File: config.mk
export PLATFORM = sky130hd
export DESIGN_NAME = friscv_io_arbiter
export DESIGN_NICKNAME = d
export VERILOG_FILES = /design/src/rtl/friscv_pkg.sv /design/src/rtl/friscv_rr_arbiter.sv /design/src/rtl/friscv_io_arbiter.sv
export SDC_FILE = /design/constraint.sdc
export NUM_CORES = 1
export LEC_CHECK = 0
export ABC_AREA = 1
export CORE_UTILIZATION = 55
export CTS_CLUSTER_DIAMETER = 150
export DETAILED_ROUTE_END_ITERATION = 8
export DONT_BUFFER_PORTS = 1
export GPL_TIMING_DRIVEN = 0
export PLACE_DENSITY_LB_ADDON = 0.05
export SYNTH_ARGS = -nofsm -noshare
export SYNTH_HDL_FRONTEND = slang
export SYNTH_SLANG_ARGS = --single-unit
File: constraint.sdc
create_clock -name aclk -period 4.81 [get_ports aclk]
set_clock_uncertainty 0.15 [all_clocks]
set_input_delay 0.962 -clock aclk [delete_from_list [all_inputs] [get_ports aclk]]
set_output_delay 0.962 -clock aclk [all_outputs]
set_load 0.02 [all_outputs]
File: src/rtl/friscv_pkg.sv
// Shared definitions for the friscv IO arbiter slice.
//   NbReq       : number of requesters sharing the IO bus
//   arb_state_e : arbiter FSM states
package friscv_pkg;

    localparam int unsigned NbReq = 2;

    typedef enum logic [1:0] {
        StIdle,
        StBusy,
        StDone
    } arb_state_e;

endpackage

File: src/rtl/friscv_rr_arbiter.sv
// Two-requester round-robin grant selection.
//   aclk, areset, srst : clock, async reset, sync reset (both active-high)
//   req_i              : pending requests, one bit per requester
//   update_i           : a transfer completed this cycle
//   owner_i            : requester that owned the completed transfer
//   gnt_o              : index of the requester to grant now
module friscv_rr_arbiter
    import friscv_pkg::*;
(
    input  logic             aclk,
    input  logic             areset,
    input  logic             srst,
    input  logic [NbReq-1:0] req_i,
    input  logic             update_i,
    input  logic             owner_i,
    output logic             gnt_o
);

    // Points at the requester favoured on the next tie.
    logic ptr_q, ptr_d;

    always_comb begin
        ptr_d = ptr_q;
        if (srst) begin
            ptr_d = 1'b0;
        end else if (update_i) begin
            ptr_d = ~owner_i;
        end
    end

    always_ff @(posedge aclk or posedge areset) begin
        if (areset) begin
            ptr_q <= 1'b0;
        end else begin
            ptr_q <= ptr_d;
        end
    end

    // A lone requester wins regardless of the pointer.
    assign gnt_o = (&req_i) ? ptr_q : req_i[1];

endmodule

File: src/rtl/friscv_io_arbiter.sv
// Arbitrates two requesters onto one shared IO bus, one transfer at a time,
// with an optional watchdog that aborts a transfer the slave never answers.
//   aclk, areset, srst    : clock, async reset, sync reset (both active-high)
//   reqN_en/wr/addr/...   : requester N transfer request (held until reqN_ready)
//   reqN_rdata/ready/err  : requester N completion (ready is a 1-cycle pulse)
//   mst_*                 : shared IO bus request / response
//   grant, busy           : current owner index and transfer-in-flight flag
module friscv_io_arbiter
    import friscv_pkg::*;
#(
    parameter int unsigned ADDRW   = 16,
    parameter int unsigned XLEN    = 32,
    parameter int unsigned TIMEOUT = 1024
) (
    input  logic              aclk,
    input  logic              areset,
    input  logic              srst,
    input  logic              req0_en,
    input  logic              req0_wr,
    input  logic [ADDRW-1:0]  req0_addr,
    input  logic [XLEN-1:0]   req0_wdata,
    input  logic [XLEN/8-1:0] req0_strb,
    output logic [XLEN-1:0]   req0_rdata,
    output logic              req0_ready,
    output logic              req0_err,
    input  logic              req1_en,
    input  logic              req1_wr,
    input  logic [ADDRW-1:0]  req1_addr,
    input  logic [XLEN-1:0]   req1_wdata,
    input  logic [XLEN/8-1:0] req1_strb,
    output logic [XLEN-1:0]   req1_rdata,
    output logic              req1_ready,
    output logic              req1_err,
    output logic              mst_en,
    output logic              mst_wr,
    output logic [ADDRW-1:0]  mst_addr,
    output logic [XLEN-1:0]   mst_wdata,
    output logic [XLEN/8-1:0] mst_strb,
    input  logic [XLEN-1:0]   mst_rdata,
    input  logic              mst_ready,
    output logic              grant,
    output logic              busy
);

    localparam int unsigned CntW = (TIMEOUT > 0) ? $clog2(TIMEOUT + 1) : 1;
    // Counter value during the BUSY cycle in which the count reaches TIMEOUT.
    localparam logic [CntW-1:0] TimeoutLast = CntW'(TIMEOUT - 1);

    arb_state_e        state_q, state_d;
    logic [CntW-1:0]   cnt_q, cnt_d;
    logic              grant_q, grant_d;
    logic              wr_q, wr_d;
    logic [ADDRW-1:0]  addr_q, addr_d;
    logic [XLEN-1:0]   wdata_q, wdata_d;
    logic [XLEN/8-1:0] strb_q, strb_d;
    logic [XLEN-1:0]   rdata_q [NbReq];
    logic [XLEN-1:0]   rdata_d [NbReq];
    logic [NbReq-1:0]  ready_q, ready_d;
    logic [NbReq-1:0]  err_q, err_d;

    logic [NbReq-1:0]  req_en;
    logic              rr_gnt;
    logic              rr_update;
    logic              timeout_hit;

    assign req_en      = {req1_en, req0_en};
    assign timeout_hit = (TIMEOUT != 0) && (cnt_q == TimeoutLast);

    friscv_rr_arbiter u_rr (
        .aclk     (aclk),
        .areset   (areset),
        .srst     (srst),
        .req_i    (req_en),
        .update_i (rr_update),
        .owner_i  (grant_q),
        .gnt_o    (rr_gnt)
    );

    always_comb begin
        state_d   = state_q;
        cnt_d     = cnt_q;
        grant_d   = grant_q;
        wr_d      = wr_q;
        addr_d    = addr_q;
        wdata_d   = wdata_q;
        strb_d    = strb_q;
        rdata_d   = rdata_q;
        ready_d   = '0;
        err_d     = err_q;
        rr_update = 1'b0;

        unique case (state_q)
            StIdle: begin
                if (|req_en) begin
                    grant_d = rr_gnt;
                    wr_d    = rr_gnt ? req1_wr    : req0_wr;
                    addr_d  = rr_gnt ? req1_addr  : req0_addr;
                    wdata_d = rr_gnt ? req1_wdata : req0_wdata;
                    strb_d  = rr_gnt ? req1_strb  : req0_strb;
                    cnt_d   = '0;
                    state_d = StBusy;
                end
            end
            StBusy: begin
                // A response in the watchdog's last cycle still completes normally.
                if (mst_ready) begin
                    rdata_d[grant_q] = mst_rdata;
                    err_d[grant_q]   = 1'b0;
                    ready_d[grant_q] = 1'b1;
                    rr_update        = 1'b1;
                    state_d          = StDone;
                end else if (timeout_hit) begin
                    rdata_d[grant_q] = '0;
                    err_d[grant_q]   = 1'b1;
                    ready_d[grant_q] = 1'b1;
                    rr_update        = 1'b1;
                    state_d          = StDone;
                end else if (TIMEOUT != 0) begin
                    cnt_d = cnt_q + CntW'(1);
                end
            end
            StDone: begin
                state_d = StIdle;
            end
            default: begin
                state_d = StIdle;
            end
        endcase

        if (srst) begin
            state_d = StIdle;
            cnt_d   = '0;
            grant_d = 1'b0;
            wr_d    = 1'b0;
            addr_d  = '0;
            wdata_d = '0;
            strb_d  = '0;
            ready_d = '0;
            err_d   = '0;
            for (int i = 0; i < NbReq; i++) begin
                rdata_d[i] = '0;
            end
        end
    end

    always_ff @(posedge aclk or posedge areset) begin
        if (areset) begin
            state_q <= StIdle;
            cnt_q   <= '0;
            grant_q <= 1'b0;
            wr_q    <= 1'b0;
            addr_q  <= '0;
            wdata_q <= '0;
            strb_q  <= '0;
            ready_q <= '0;
            err_q   <= '0;
            for (int i = 0; i < NbReq; i++) begin
                rdata_q[i] <= '0;
            end
        end else begin
            state_q <= state_d;
            cnt_q   <= cnt_d;
            grant_q <= grant_d;
            wr_q    <= wr_d;
            addr_q  <= addr_d;
            wdata_q <= wdata_d;
            strb_q  <= strb_d;
            ready_q <= ready_d;
            err_q   <= err_d;
            for (int i = 0; i < NbReq; i++) begin
                rdata_q[i] <= rdata_d[i];
            end
        end
    end

    assign mst_en     = (state_q == StBusy);
    assign busy       = (state_q != StIdle);
    assign grant      = grant_q;
    assign mst_wr     = wr_q;
    assign mst_addr   = addr_q;
    assign mst_wdata  = wdata_q;
    assign mst_strb   = strb_q;
    assign req0_rdata = rdata_q[0];
    assign req1_rdata = rdata_q[1];
    assign req0_ready = ready_q[0];
    assign req1_ready = ready_q[1];
    assign req0_err   = err_q[0];
    assign req1_err   = err_q[1];

endmodule

==> impl_metrics.py <==
metrics = {
    "worst_setup_path": {
        "timing.rr.start": "state_q[0]$_DFFE_PP0P_",
        "crit_fanout": 3,
        "reg2reg_slack_ps": 2770,
        "ff2ff_path_depth": 4,
        "critPathKind": "flop to primary output",
        "setup.worst_path.start": "state_q[1]$_DFFE_PP0P_",
        "cp.arrival_ps": 1220,
        "crit_path_start_kind": "flop",
        "crit_end": "mst_en",
        "worstPathRequired_ps": 3700,
        "r2r-end": "mst_addr[8]$_DFFE_PP0P_",
        "end_kind": "primary output",
    },
    "timing": {
        "tightest_slew_ps": 493,
        "drv_slew": 0,
        "setup_viol": 0,
        "fmax_mhz": 429,
        "min_period_ps": 2330,
        "maxSlewHeadroom_pct": 67.1,
        "post-route-period-util_pct": 48.4,
        "rsz0062_at_grt": "false",
        "hold_viol": 0,
    },
    "floorplanning": {
        "die_w_um": 113,
        "start_util_pct": 56.5,
        "die_height_um": 113,
        "fp.coreArea_um2": 12000,
        "num_rows": 40,
        "boundaryPins": 268,
        "die-area_um2": 12800,
    },
    "power": {
        "vdd_drop_max_mv": 0.223,
        "power_mw": 3.19,
        "p_leak_nw": 3.41,
        "p_clk_share_pct": 42.7,
        "p_sw_mw": 0.934,
        "p_seq_share_pct": 45.3,
        "power_frac_comb_pct": 12.0,
        "power_density_nw_per_um2": 418,
        "p_sw_share_pct": 29.2,
        "p_int_mw": 2.26,
    },
    "detailed_routing": {
        "vias": 5813,
        "totalWireLength_um": 18700,
        "drtIter0Drc": 410,
        "viasPerCell": 5.96,
        "avgRoutedWirePerCell_um": 19.1,
        "firstDrtPassIters": 5,
        "drc": 0,
        "ant_nets": 0,
    },
    "grt": {
        "gr-usage-met2_pct": 50.2,
        "gr-usage-met3_pct": 11.0,
        "grt_pass1_vias": 5602,
        "grt_max_degree": 85,
        "grt_use_total_pct": 30.0,
        "antenna_found_initial": 5,
        "met1_usage_pct": 34.8,
        "globalRouteOverflowTotal": 0,
        "grt_pass1_wl_um": 29400,
        "busiest_layer": "met2",
    },
    "synth": {
        "yosys.cell_types.count": 32,
        "synth-async-reset-ratio_pct": 100,
        "yosysTopAreaCell": "dfrtp_1",
        "yosysMostFrequentCell": "dfrtp_1",
        "ys_seq_area_share_pct": 50.1,
        "yosys-top-cells-area": "dfrtp_1 (50%), nor2_1 (7.2%), nand2_1 (7.0%)",
        "syn_inst": 791,
        "yosys-top-cells-count": "dfrtp_1 (136), nor2_1 (131), nand2_1 (127)",
        "synth_edf_count": 0,
        "ys_seq_elements": 136,
        "synthesis.nets": 936,
        "yosysWarnings": 0,
        "synth-main-ff-cell": "dfrtp_1",
        "syn_area_um2": 6790,
        "synth_top_area_share_pct": 50.1,
        "syn_area_per_cell_um2": 8.58,
    },
    "clocking": {
        "cts-root-buf": "clkbuf_16",
        "post-cts-setup-buffers": 0,
        "numCtsBuffers": 17,
        "cts_buffer_depth": 2,
        "tritoncts": "yes",
        "cts_max_level": 4,
        "cts.sinks": 136,
        "cts.clk_slew.worst_paths_ps": 60,
        "post_cts_resized": 0,
        "clk_latency_ps": 410,
        "cts_hold_repair.buffers": 0,
    },
    "final_layout": {
        "fin_cells": 976,
        "final_area_um2": 7640,
        "area_delta_synth_final_pct": 12.6,
        "multi_input_area_um2": 2820,
        "finalNetCount": 956,
        "drive_gt1_share_pct": 14.9,
        "ff_latch_area_um2": 3400,
        "fill_cells": 1047,
    },
    "flow_run": {
        "drv_cap": 0,
    },
    "status": {
        "status": "finished, final reports clean",
    },
    "placement": {
        "gp_congestion": 0.838,
        "placed_cells": 939,
        "place_area_um2": 7000,
        "hpwl_um": 13900,
        "portBuffers": 0,
    },
    "hold_path": {
        "hold_class": "input pin to async pin",
    },
}
==> worst min-delay path by stage <==
| stage | startpoint | to | slack (ps) | cells after the start |
|---|---|---|---|---|
| final | areset | mst_wdata[28]$_DFFE_PP0P_ | 300 | 1 |
| after global routing | areset | mst_wdata[28]$_DFFE_PP0P_ | 320 | 1 |
| after CTS | areset | mst_wdata[28]$_DFFE_PP0P_ | 310 | 1 |
| after detailed placement | cnt_q[9]$_DFFE_PP0P_ | cnt_q[9]$_DFFE_PP0P_ | 350 | 2 |
| after global placement | u_rr.ptr_q$_DFFE_PP0P_ | u_rr.ptr_q$_DFFE_PP0P_ | 330 | 2 |
| after floorplan | u_rr.ptr_q$_DFFE_PP0P_ | u_rr.ptr_q$_DFFE_PP0P_ | 300 | 2 |
==> metal layers <==
metal  share of wire, %  vias up  routed length (µm)
met4                2.4        0                 450
met3                9.0       33                1670
met2                 51      275                9480
met1                 38     2799                7080
met5                  0        -                   0
li1                   -     2706                   -
==> power by group through the flow <==
| stage | Clock [mW] | Combinational, mW | Sequential (mW) |
|---|---|---|---|
| after floorplan | 0 | 0.299 | 1.43 |
| after global placement | 0 | 0.368 | 1.46 |
| after detailed placement | 0 | 0.383 | 1.46 |
| after CTS | 1.38 | 0.385 | 1.45 |
| after global routing | 1.43 | 0.437 | 1.46 |
| final | 1.36 | 0.383 | 1.45 |
==> cell type report <==
type / instances / share of cell area (%)
sequential: 136 / 44.5
multi-input combinational: 535 / 36.9
clock buffer: 25 / 6.74
buffer: 48 / 3.80
inverter: 72 / 3.63
tap: 147 / 2.41
clock inverter: 7 / 1.47
timing repair buffer: 1 / 0.360
antenna: 5 / 0.164
==> cell families (layout without fill, tap and decap cells) <==
kind of cell / Yosys count / in the layout / share of synthesized area, %
adders and majority gates: 1 / 1 / 0.184
xor gates and xnor gates: 2 / 2 / 0.258
buffers and inverters: 120 / 153 / 8.29
DFF: 136 / 136 / 50.1
AOI/OAI and AO/OA: 242 / 242 / 23.2
and+or+nand+nor: 290 / 290 / 17.9
other: 0 / 5 / 0
==> through the flow <==
stage                     setup TNS, ps  utilization [%]  hold WS [ps]  setup WS (ps)
final                                 0             63.6           298           2480
after global routing                  0             63.6           318           2400
after CTS                             0             63.5           312           2470
after detailed placement              0             58.3           353           2400
after global placement          -173340             58.0           329          -1290
after floorplan                       0                -           303           58.5
==> state kept, by name (all words and copies together) (netlist names) <==
signal and flops:
u_rr.ptr_q 1, mst_wdata 32, cnt_q 11, mst_addr 16, req1_rdata 32, grant 1, mst_strb 4, ready_q 2
req0_rdata 32, state_q 2, mst_wr 1, err_q 2
==> critical path: stages, from the launching register on <==
cell,delay (ps)
dfrtp_1,370
inv_1,70
nand2_1,140
inv_1,220
==> cells in the final DEF (no fill, tap or decap), types with 8 or more instances in the layout <==
cell / n
dfrtp_1: 136
nor2_1: 131
nand2_1: 127
o21ai_0: 94
inv_1: 66
o21ai_2: 44
o21ai_1: 36
a32oi_1: 32
a22oi_1: 32
clkbuf_1: 24
clkbuf_16: 17
buf_2: 13
buf_6: 12
nand3_1: 8
Note: power is estimated with default switching activity, not from simulation.
